## config.mk

```make
export PLATFORM = sky130hd
export DESIGN_NAME = uart_boot_loader
export DESIGN_NICKNAME = d
export VERILOG_FILES = /design/src/rtl/uart_boot_loader_pkg.sv /design/src/rtl/uart_boot_loader_uart_rx.sv /design/src/rtl/uart_boot_loader.sv
export SDC_FILE = /design/constraint.sdc
export NUM_CORES = 1
export LEC_CHECK = 0
export CORE_ASPECT_RATIO = 1.5
export CORE_MARGIN = 2
export CORE_UTILIZATION = 55
export CTS_BUF_LIST = sky130_fd_sc_hd__clkbuf_2 sky130_fd_sc_hd__clkbuf_4 sky130_fd_sc_hd__clkbuf_8
export DETAILED_ROUTE_END_ITERATION = 10
export PLACE_DENSITY_LB_ADDON = 0.25
export SLEW_MARGIN = 20
export SYNTH_ARGS = -nofsm -noshare
export SYNTH_HDL_FRONTEND = slang
export SYNTH_HIERARCHICAL = 1
export SYNTH_SLANG_ARGS = --single-unit
```

## constraint.sdc

```tcl
create_clock -name clk -period 4.5 [get_ports clk]
set_clock_uncertainty 0.2 [all_clocks]
set_input_delay 0.45 -clock clk [delete_from_list [all_inputs] [get_ports clk]]
set_output_delay 0.45 -clock clk [all_outputs]
set_load 0.1 [all_outputs]
```

## src/rtl/uart_boot_loader_pkg.sv

```systemverilog
// Shared types and constants for the UART boot loader.
// Optional checksum stage is selected with BOOT_CHECKSUM_EN.
package uart_boot_loader_pkg;

  typedef enum logic [2:0] {
    IDLE = 3'd0,
    LEN0 = 3'd1,
    LEN1 = 3'd2,
    DATA = 3'd3,
    CSUM = 3'd4,
    RUN  = 3'd5
  } BootState;

  localparam logic [7:0] BOOT_SYNC = 8'hA5;

  // Running image checksum is a plain byte-wise XOR.
  function automatic logic [7:0] csum_fold(input logic [7:0] acc, input logic [7:0] data);
    return acc ^ data;
  endfunction

endpackage

```

## src/rtl/uart_boot_loader_uart_rx.sv

```systemverilog
// 8N1 UART receiver with 2-FF input synchronizer, start-bit glitch rejection
// and stop-bit framing check. Part of uart_boot_loader (macro BOOT_CHECKSUM_EN unused here).
module uart_rx
  import uart_boot_loader_pkg::*;
#(
  parameter int CLKS_PER_BIT = 434
) (
  input  logic       clk,
  input  logic       rst,
  input  logic       i_rx,
  output logic [7:0] o_byte,
  output logic       o_valid,
  output logic       o_frame_err
);

  localparam int CNT_W = (CLKS_PER_BIT > 2) ? $clog2(CLKS_PER_BIT) : 1;

  typedef enum logic [1:0] {
    RX_IDLE  = 2'd0,
    RX_START = 2'd1,
    RX_DATA  = 2'd2,
    RX_STOP  = 2'd3
  } rx_state_t;

  rx_state_t        state_r;
  rx_state_t        state_s;
  logic             rx_meta_r;
  logic             rx_sync_r;
  logic             rx_prev_r;
  logic [CNT_W-1:0] cnt_r;
  logic [2:0]       bit_idx_r;
  logic [7:0]       shift_r;
  logic             fall_s;
  logic             half_tick_s;
  logic             full_tick_s;

  assign fall_s      = rx_prev_r & ~rx_sync_r;
  assign half_tick_s = (cnt_r == CNT_W'(CLKS_PER_BIT / 2 - 1));
  assign full_tick_s = (cnt_r == CNT_W'(CLKS_PER_BIT - 1));

  // Input synchronizer plus one delayed copy for falling-edge detection.
  always_ff @(posedge clk) begin
    if (rst) begin
      rx_meta_r <= 1'b1;
      rx_sync_r <= 1'b1;
      rx_prev_r <= 1'b1;
    end else begin
      rx_meta_r <= i_rx;
      rx_sync_r <= rx_meta_r;
      rx_prev_r <= rx_sync_r;
    end
  end

  // Receiver state register.
  always_ff @(posedge clk) begin
    if (rst) state_r <= RX_IDLE;
    else     state_r <= state_s;
  end

  // Receiver next-state logic.
  always_comb begin
    state_s = state_r;
    case (state_r)
      RX_IDLE:  if (fall_s) state_s = RX_START; else state_s = RX_IDLE;
      // A start bit that is high again at mid-bit was only a glitch.
      RX_START: if (half_tick_s) state_s = rx_sync_r ? RX_IDLE : RX_DATA; else state_s = RX_START;
      RX_DATA:  if (full_tick_s && bit_idx_r == 3'd7) state_s = RX_STOP; else state_s = RX_DATA;
      RX_STOP:  if (full_tick_s) state_s = RX_IDLE; else state_s = RX_STOP;
      default:  state_s = RX_IDLE;
    endcase
  end

  // Bit timing, data shifting and registered byte outputs.
  always_ff @(posedge clk) begin
    if (rst) begin
      cnt_r       <= {CNT_W{1'b0}};
      bit_idx_r   <= 3'd0;
      shift_r     <= 8'h00;
      o_byte      <= 8'h00;
      o_valid     <= 1'b0;
      o_frame_err <= 1'b0;
    end else begin
      o_valid     <= 1'b0;
      o_frame_err <= 1'b0;
      if (state_r == RX_IDLE || state_s != state_r || full_tick_s) cnt_r <= {CNT_W{1'b0}};
      else cnt_r <= cnt_r + CNT_W'(1);
      if (state_r == RX_DATA && full_tick_s) begin
        shift_r   <= {rx_sync_r, shift_r[7:1]};
        bit_idx_r <= bit_idx_r + 3'd1;
      end else if (state_r != RX_DATA) begin
        bit_idx_r <= 3'd0;
      end
      if (state_r == RX_STOP && full_tick_s) begin
        o_valid     <= rx_sync_r;
        o_frame_err <= ~rx_sync_r;
        if (rx_sync_r) o_byte <= shift_r;
      end
    end
  end

endmodule

```

## src/rtl/uart_boot_loader.sv

```systemverilog
// Serial image loader: frames A5/LEN/data over UART into memory and releases CPU reset.
// Define BOOT_CHECKSUM_EN to require a trailing XOR checksum byte before RUN.
module uart_boot_loader
  import uart_boot_loader_pkg::*;
#(
  parameter int CLKS_PER_BIT = 434,
  parameter int ADDR_W       = 12,
  parameter int BASE_ADDR    = 0,
  parameter int MAX_WORDS    = 4096
) (
  input  logic              clk,
  input  logic              rst,
  input  logic              i_rx,
  output logic              o_cpu_rst,
  output logic              o_wen,
  output logic [ADDR_W-1:0] o_waddr,
  output logic [31:0]       o_wdata,
  output logic              o_busy,
  output logic              o_error
);

`ifdef BOOT_CHECKSUM_EN
  localparam BootState LOAD_DONE = CSUM;
`else
  localparam BootState LOAD_DONE = RUN;
`endif

  logic [7:0]        rx_byte_s;
  logic              rx_valid_s;
  logic              rx_ferr_s;
  BootState          state_r;
  BootState          state_s;
  logic [7:0]        len_lo_r;
  logic [15:0]       word_cnt_r;
  logic [15:0]       word_idx_r;
  logic [1:0]        byte_idx_r;
  logic [23:0]       shift_r;
  logic [15:0]       len_s;
  logic              len_big_s;
  logic              last_word_s;
  logic              word_done_s;
  logic              sync_seen_s;
  logic              csum_bad_s;
  logic              cpu_rst_s;
  logic              busy_s;
  logic              error_s;
  logic [ADDR_W-1:0] base_addr_s;

  uart_rx #(.CLKS_PER_BIT(CLKS_PER_BIT)) u_rx (
    .clk         (clk),
    .rst         (rst),
    .i_rx        (i_rx),
    .o_byte      (rx_byte_s),
    .o_valid     (rx_valid_s),
    .o_frame_err (rx_ferr_s)
  );

  assign base_addr_s = ADDR_W'(BASE_ADDR);
  assign len_s       = {rx_byte_s, len_lo_r};
  assign len_big_s   = ({1'b0, len_s} > 17'(MAX_WORDS));
  assign last_word_s = (word_idx_r == word_cnt_r - 16'd1);
  assign word_done_s = rx_valid_s && (byte_idx_r == 2'd3);
  assign sync_seen_s = rx_valid_s && (rx_byte_s == BOOT_SYNC);

`ifdef BOOT_CHECKSUM_EN
  logic [7:0] csum_r;

  assign csum_bad_s = (state_r == CSUM) && rx_valid_s && (rx_byte_s != csum_r);

  // Checksum accumulates from LEN_LO onward; LEN0 restarts it for every frame.
  always_ff @(posedge clk) begin
    if (rst) csum_r <= 8'h00;
    else if (rx_valid_s && state_r == LEN0) csum_r <= rx_byte_s;
    else if (rx_valid_s && (state_r == LEN1 || state_r == DATA)) csum_r <= csum_fold(csum_r, rx_byte_s);
    else csum_r <= csum_r;
  end
`else
  assign csum_bad_s = 1'b0;
`endif

  // Loader state register.
  always_ff @(posedge clk) begin
    if (rst) state_r <= IDLE;
    else     state_r <= state_s;
  end

  // Loader next-state logic; any framing error during a load aborts to IDLE.
  always_comb begin
    state_s = state_r;
    case (state_r)
      IDLE: if (sync_seen_s) state_s = LEN0; else state_s = IDLE;
      LEN0: if (rx_ferr_s) state_s = IDLE; else if (rx_valid_s) state_s = LEN1; else state_s = LEN0;
      LEN1: begin
        if (rx_ferr_s) state_s = IDLE;
        else if (rx_valid_s) begin
          if (len_big_s) state_s = IDLE;
          else if (len_s == 16'd0) state_s = LOAD_DONE;
          else state_s = DATA;
        end else state_s = LEN1;
      end
      DATA: if (rx_ferr_s) state_s = IDLE;
            else if (word_done_s && last_word_s) state_s = LOAD_DONE;
            else state_s = DATA;
`ifdef BOOT_CHECKSUM_EN
      CSUM: if (rx_ferr_s) state_s = IDLE;
            else if (rx_valid_s) state_s = csum_bad_s ? IDLE : RUN;
            else state_s = CSUM;
`endif
      RUN:  if (sync_seen_s) state_s = LEN0; else state_s = RUN;
      default: state_s = IDLE;
    endcase
  end

  // Next values of the status outputs, derived from the upcoming state.
  always_comb begin
    cpu_rst_s = (state_s != RUN);
    busy_s    = (state_s != IDLE) && (state_s != RUN);
    error_s   = o_error;
    if (rx_ferr_s) error_s = 1'b1;
    else if (sync_seen_s && (state_r == IDLE || state_r == RUN)) error_s = 1'b0;
    else if (state_r == LEN1 && rx_valid_s && len_big_s) error_s = 1'b1;
    else if (csum_bad_s) error_s = 1'b1;
    else error_s = o_error;
  end

  // Registered status outputs so o_cpu_rst only ever changes on a clock edge.
  always_ff @(posedge clk) begin
    if (rst) begin
      o_cpu_rst <= 1'b1;
      o_busy    <= 1'b0;
      o_error   <= 1'b0;
    end else begin
      o_cpu_rst <= cpu_rst_s;
      o_busy    <= busy_s;
      o_error   <= error_s;
    end
  end

  // Header capture, little-endian word assembly and memory write port.
  always_ff @(posedge clk) begin
    if (rst) begin
      len_lo_r   <= 8'h00;
      word_cnt_r <= 16'd0;
      word_idx_r <= 16'd0;
      byte_idx_r <= 2'd0;
      shift_r    <= 24'h000000;
      o_wen      <= 1'b0;
      o_waddr    <= base_addr_s;
      o_wdata    <= 32'h00000000;
    end else begin
      o_wen <= 1'b0;
      if (state_r == LEN0 && rx_valid_s) len_lo_r <= rx_byte_s;
      if (state_r == LEN1 && rx_valid_s) begin
        word_cnt_r <= len_s;
        word_idx_r <= 16'd0;
        byte_idx_r <= 2'd0;
      end
      if (state_r == DATA && rx_valid_s) begin
        shift_r    <= {rx_byte_s, shift_r[23:8]};
        byte_idx_r <= byte_idx_r + 2'd1;
        if (byte_idx_r == 2'd3) begin
          o_wen      <= 1'b1;
          o_waddr    <= base_addr_s + ADDR_W'(word_idx_r);
          o_wdata    <= {rx_byte_s, shift_r};
          word_idx_r <= word_idx_r + 16'd1;
        end
      end
    end
  end

endmodule

```

**Word level (Yosys, flattened, before mapping)**

Cells that the tools add are included.

- Register bits: 152
- Word-level logic and storage cells: 103
- Output and inout port bits: 48

- Bitwise logic cells: 4
- Mux-type cells: 28
- Add/sub/neg operators: 5
- Reductions and logical operators: 27
- Magnitude comparators: 1
- Equal/unequal tests: 16

Operators by type and width:

| cell | count |
|---|---|
| 16-bit 2-to-1 mux | 3 |
| 3-bit 2-to-1 mux | 9 |
| 16-bit by 1-bit adder with 16-bit output, second input constant | 1 |
| 16-bit == test | 1 |
| 16-bit by 13-bit greater-than comparator with 1-bit output, second input constant | 1 |
| 16-bit logical NOT | 1 |
| 16-bit by 1-bit subtractor with 16-bit output, second input constant | 1 |
| 3-bit one-hot mux with 5 select lines | 1 |
| 2-bit 2-to-1 mux | 7 |
| 1-bit logical AND | 12 |
| 9-bit by 1-bit adder with 9-bit output, second input constant | 1 |
| 9-bit by 8-bit == test with 1-bit output, second input constant | 1 |
| 9-bit == test, second input constant | 1 |
| 8-bit == test, second input constant | 1 |
| 2-bit one-hot mux with 4 select lines | 1 |
| 1-bit 2-to-1 mux | 7 |
| 2-bit == test, second input constant | 3 |
| 3-bit by 2-bit == test with 1-bit output, second input constant | 2 |
| 3-bit == test, second input constant | 2 |
| 3-bit nonzero test | 2 |
| 2-bit OR reduction | 3 |
| 2-bit AND reduction | 2 |
| 2-bit nonzero test | 2 |
| 3-bit by 1-bit adder with 3-bit output, second input constant | 1 |
| 11 further kinds | 15 |

**Longest topological paths before layout**

- Word-level depth: 8
- Depth in mapped cells: 9

**Modules after synthesis**

The synthesis kept the hierarchy.

By module, submodules not included:

| module | cells an instance | instances | area an instance (µm²) | sequential area each (µm²) |
|---|---|---|---|---|
| uart_boot_loader | 640 | 1 | 5002.3 | 2342.2 |
| uart_rx | 177 | 1 | 1699.1 | 700.7 |

**Worst setup path after synthesis**

Ideal clock, no wire load.

- Path type: flip-flop to flip-flop
- Start: register word_cnt_r[0]
- End: register o_cpu_rst
- Arrival: 2776 ps
- Clock period less this slack: 3096 ps
- Stages on the path, launching flop included: 10
- Required time: 4180 ps
- Setup slack: 1404 ps
- Cell sequence: dfxtp_1 inv_1 ha_1 or4b_1 clkbuf_2 or4_1 a211oi_2 o2111ai_1 or4_4 o31a_1

- Cells in the longest elaborated chain, start to end: 7

Ends and longest elaborated chain:

| element | line | text |
|---|---|---|
| start: declaration | uart_boot_loader.sv:34 | `logic [15:0] word_cnt_r;` |
| start signal: assignment | uart_boot_loader.sv:154 | `word_cnt_r <= len_s;` |
| 16-bit by 1-bit subtractor with 16-bit output | uart_boot_loader.sv:61 | `assign last_word_s = (word_idx_r == word_cnt_r - 16'd1);` |
| 16-bit == test | uart_boot_loader.sv:61 |  |
| 1-bit logical AND | uart_boot_loader.sv:102 | `else if (word_done_s && last_word_s) state_s = LOAD_DONE;` |
| 3-bit 2-to-1 mux | uart_boot_loader.sv:102 |  |
| 3-bit 2-to-1 mux | uart_boot_loader.sv:101 | `DATA: if (rx_ferr_s) state_s = IDLE;` |
| 3-bit one-hot mux with 5 select lines | uart_boot_loader.sv:90 | `case (state_r)` |
| 3-bit != test | uart_boot_loader.sv:116 | `cpu_rst_s = (state_s != RUN);` |
| end signal: assignment | uart_boot_loader.sv:133 | `o_cpu_rst <= cpu_rst_s;` |
| end: declaration | uart_boot_loader.sv:14 | `output logic o_cpu_rst,` |

No other way between the ends.
A chain may end at the register's enable or synchronous reset.

**Final worst setup path**

Ends and elaborated chain as after synthesis.

==> results.cfg <==
[floorplan]
core_mm2 = 0.0120
rows = 49
die_area_mm2 = 0.0131
die_h_um = 139
pin_count = 51
floorplan.initialDensity_pct = 56.1
die_w_um = 94.1

[worst_setup_path]
cp_slowest_cell = or4b_1
worstPathRequired_ps = 4620
crit_type = reg2reg
crit_fanout = 7
crit_chain = inv_1 -> ha_1 -> or4b_1 -> or4_1 -> a211oi_2 -> o2111ai_1 -> or4_4 -> o31a_1
timing.rr.end = o_cpu_rst
rrSetupSlack_ps = 1210
critPathMaxStageDelay_ps = 570
cp.arrival_ps = 3410
crit_start = word_cnt_r[0]
worst-path-buf-inv = 1
cp_top_family = simple AND/OR/NAND/NOR gates
endpoint_kind = flop
cp-start-kind = flop
r2r_cells = 8
cp_num_cells = 8
crit-reg2reg-launch = word_cnt_r[0]
crit_end = o_cpu_rst

[synthesis]
synth_top_cell_by_area = dfxtp_1
ys_ff_latch = 152
synth_top_area_share_pct = 45.4
synth_warnings = 6
synth_area_mm2 = 0.00670
synth-seq-area-share_pct = 45.4
syn_area_per_cell_um2 = 8.20
synth_flop_cell = dfxtp_1
synth-edff-count = 0
ys_types = 68
synthTopCellsByArea = dfxtp_1 (45%), nand2_1 (11%), a21oi_1 (9.5%), nand4_1 (2.4%), o41ai_1 (2.2%)
syn-num-nets = 828
synthCells = 817
synthArstFlopShare_pct = 0

[global_routing]
grt_pass1_vias = 5396
grt_usage_pct = 24.2
overflow = 0
grt_max_degree = 96
grt_antenna_before_repair = 0
grt_pass1_wl_um = 25900

[drt]
viasPerCell = 5.74
vias = 5704
dr.pass1.iters = 5
drt_iter0_drc = 384
wl_um = 15300
antenna_left = 0
drc = 0
post_drt_wl_per_cell_um = 15.4

[clock_network]
cts_sinks = 152
cts_tree = yes
htreeDepth = 4
cts_inserted_buffers = 17
post_cts_resized = 0
post_cts_buffers = 0
cts-hold-fix-buffers = 0
clk_pin_slew_worst_paths_ps = 90
cts_max_path_buffers = 2
clk_latency_ps = 440
root_buffer = clkbuf_8

[finish]
ff_latch_area_mm2 = 0.00304
drive_gt1_share_pct = 7.13
final_common_cell = nand2_1
diodes = 0
final_cell_mix = nand2_1 (203), dfxtp_1 (151), a21oi_1 (127)
final_area_mm2 = 0.00756
fill_cells = 1072
fin_nets = 839
layout.cells.non_filler = 994
synthToLayoutAreaGrowth_pct = 12.8
multi_input_area_mm2 = 0.00334

[place]
place_congestion = 0.845
post-dp-hpwl_um = 10500
dp.cells = 962
port-buffer-count = 50
post_dp_cell_area_mm2 = 0.00713

[timing]
setup_viol = 0
whs_ps = 216
slew_headroom_pct = 33.4
hold_viol_final = 0
finalCritPeriodShare_pct = 73.1
slew_viol_final = 0
tightest_slew_ps = 996
rsz0062_at_grt = no
finalCriticalPeriod_ps = 3290
timing.fmax_ghz = 0.304
tns_ps = 0

[min_path]
hp-class = reg2reg

[pwr]
leakage_nw = 2.52
p_per_area_mw_per_mm2 = 330
ir_worst_vdd_uv = 229

[run]
cap_violations = 0

[run_status]
status = complete, no violations
[synth_stat cells (6+ instances only)]
master and number:
buf_1 7, xor2_1 17, or2_2 6, inv_1 7, and3_1 8, nand4_1 26, nor2_1 25, a21oi_1 127
o41ai_1 17, clkbuf_1 35, o21ai_0 9, nor4_1 10, o31ai_1 10, buf_2 10, dfxtp_1 152, or3_1 7
nand2b_1 6, nand3_1 23, xnor2_1 13, nand2_1 203, nor3_1 10, ha_1 8, or4_1 6, a211oi_1 7
[per-layer routing]
metal | GRT usage, % | part of all wire, % | vias up
met3 | 4.67 | 2.9 | 34
met2 | 43.3 | 52 | 112
met5 | 0 | 0 | -
met1 | 28.4 | 42 | 2670
met4 | 8.62 | 2.6 | 0
li1 | - | - | 2888
[worst min path at each step]
stage                         startpoint        endpoint  slack, ps  cells past startpoint
after global placement    u_rx/rx_meta_r  u_rx/rx_sync_r        200                      1
after CTS                 u_rx/rx_meta_r  u_rx/rx_sync_r        220                      1
after global routing      u_rx/rx_meta_r  u_rx/rx_sync_r        240                      1
final                     u_rx/rx_meta_r  u_rx/rx_sync_r        220                      1
after floorplan           u_rx/rx_meta_r  u_rx/rx_sync_r        190                      1
after detailed placement  u_rx/rx_meta_r  u_rx/rx_sync_r        200                      1
[cell type report]
| cell class | count | area share (%) |
|---|---|---|
| Multi-Input combinational cell | 596 | 44.2 |
| Clock inverter | 14 | 2.48 |
| Inverter | 7 | 0.348 |
| Timing Repair Buffer | 54 | 6.99 |
| Clock buffer | 18 | 3.19 |
| Sequential cell | 152 | 40.3 |
| Tap cell | 153 | 2.53 |
[metrics by stage]
stage | total power [mW] | utilization [%] | setup slack, ps
final | 2.49 | 63.2 | 1210
after floorplan | 1.41 | - | 1400
after global placement | 1.41 | 59.6 | 1300
after detailed placement | 1.42 | 59.6 | 1210
after CTS | 2.51 | 63.2 | 1190
after global routing | 2.57 | 63.2 | 1080
[report_power, final]
group / switching, mW / internal (mW) / leakage (nW) / total [mW]
sequential: 0.00431 / 1.35 / 1.23 / 1.35
combinational: 0.0249 / 0.00869 / 1.08 / 0.0336
clock: 0.538 / 0.571 / 0.213 / 1.11
total: 0.567 / 1.93 / 2.52 / 2.49
[kinds of logic after synthesis]
family                     Yosys count  synth area share, %
AOI/OAI and AO/OA                  194                 17.6
xor gates and xnor gates            30                 3.92
adders and majority gates            8                 1.49
buffers and inverters               69                 4.78
DFF                                152                 45.4
muxes                                3                0.467
and+or+nand+nor                    361                 26.3
[sequential cells by signal, indices dropped and copies added, names as in the netlist, 8 cells and up]
| name | cells |
|---|---|
| o_waddr | 12 |
| len_lo_r | 8 |
| u_rx/shift_r | 8 |
| u_rx/cnt_r | 9 |
| word_idx_r | 16 |
| word_cnt_r | 16 |
| shift_r | 24 |
| u_rx/o_byte | 8 |
| o_wdata | 32 |
Power figures use the tool's default switching activity.
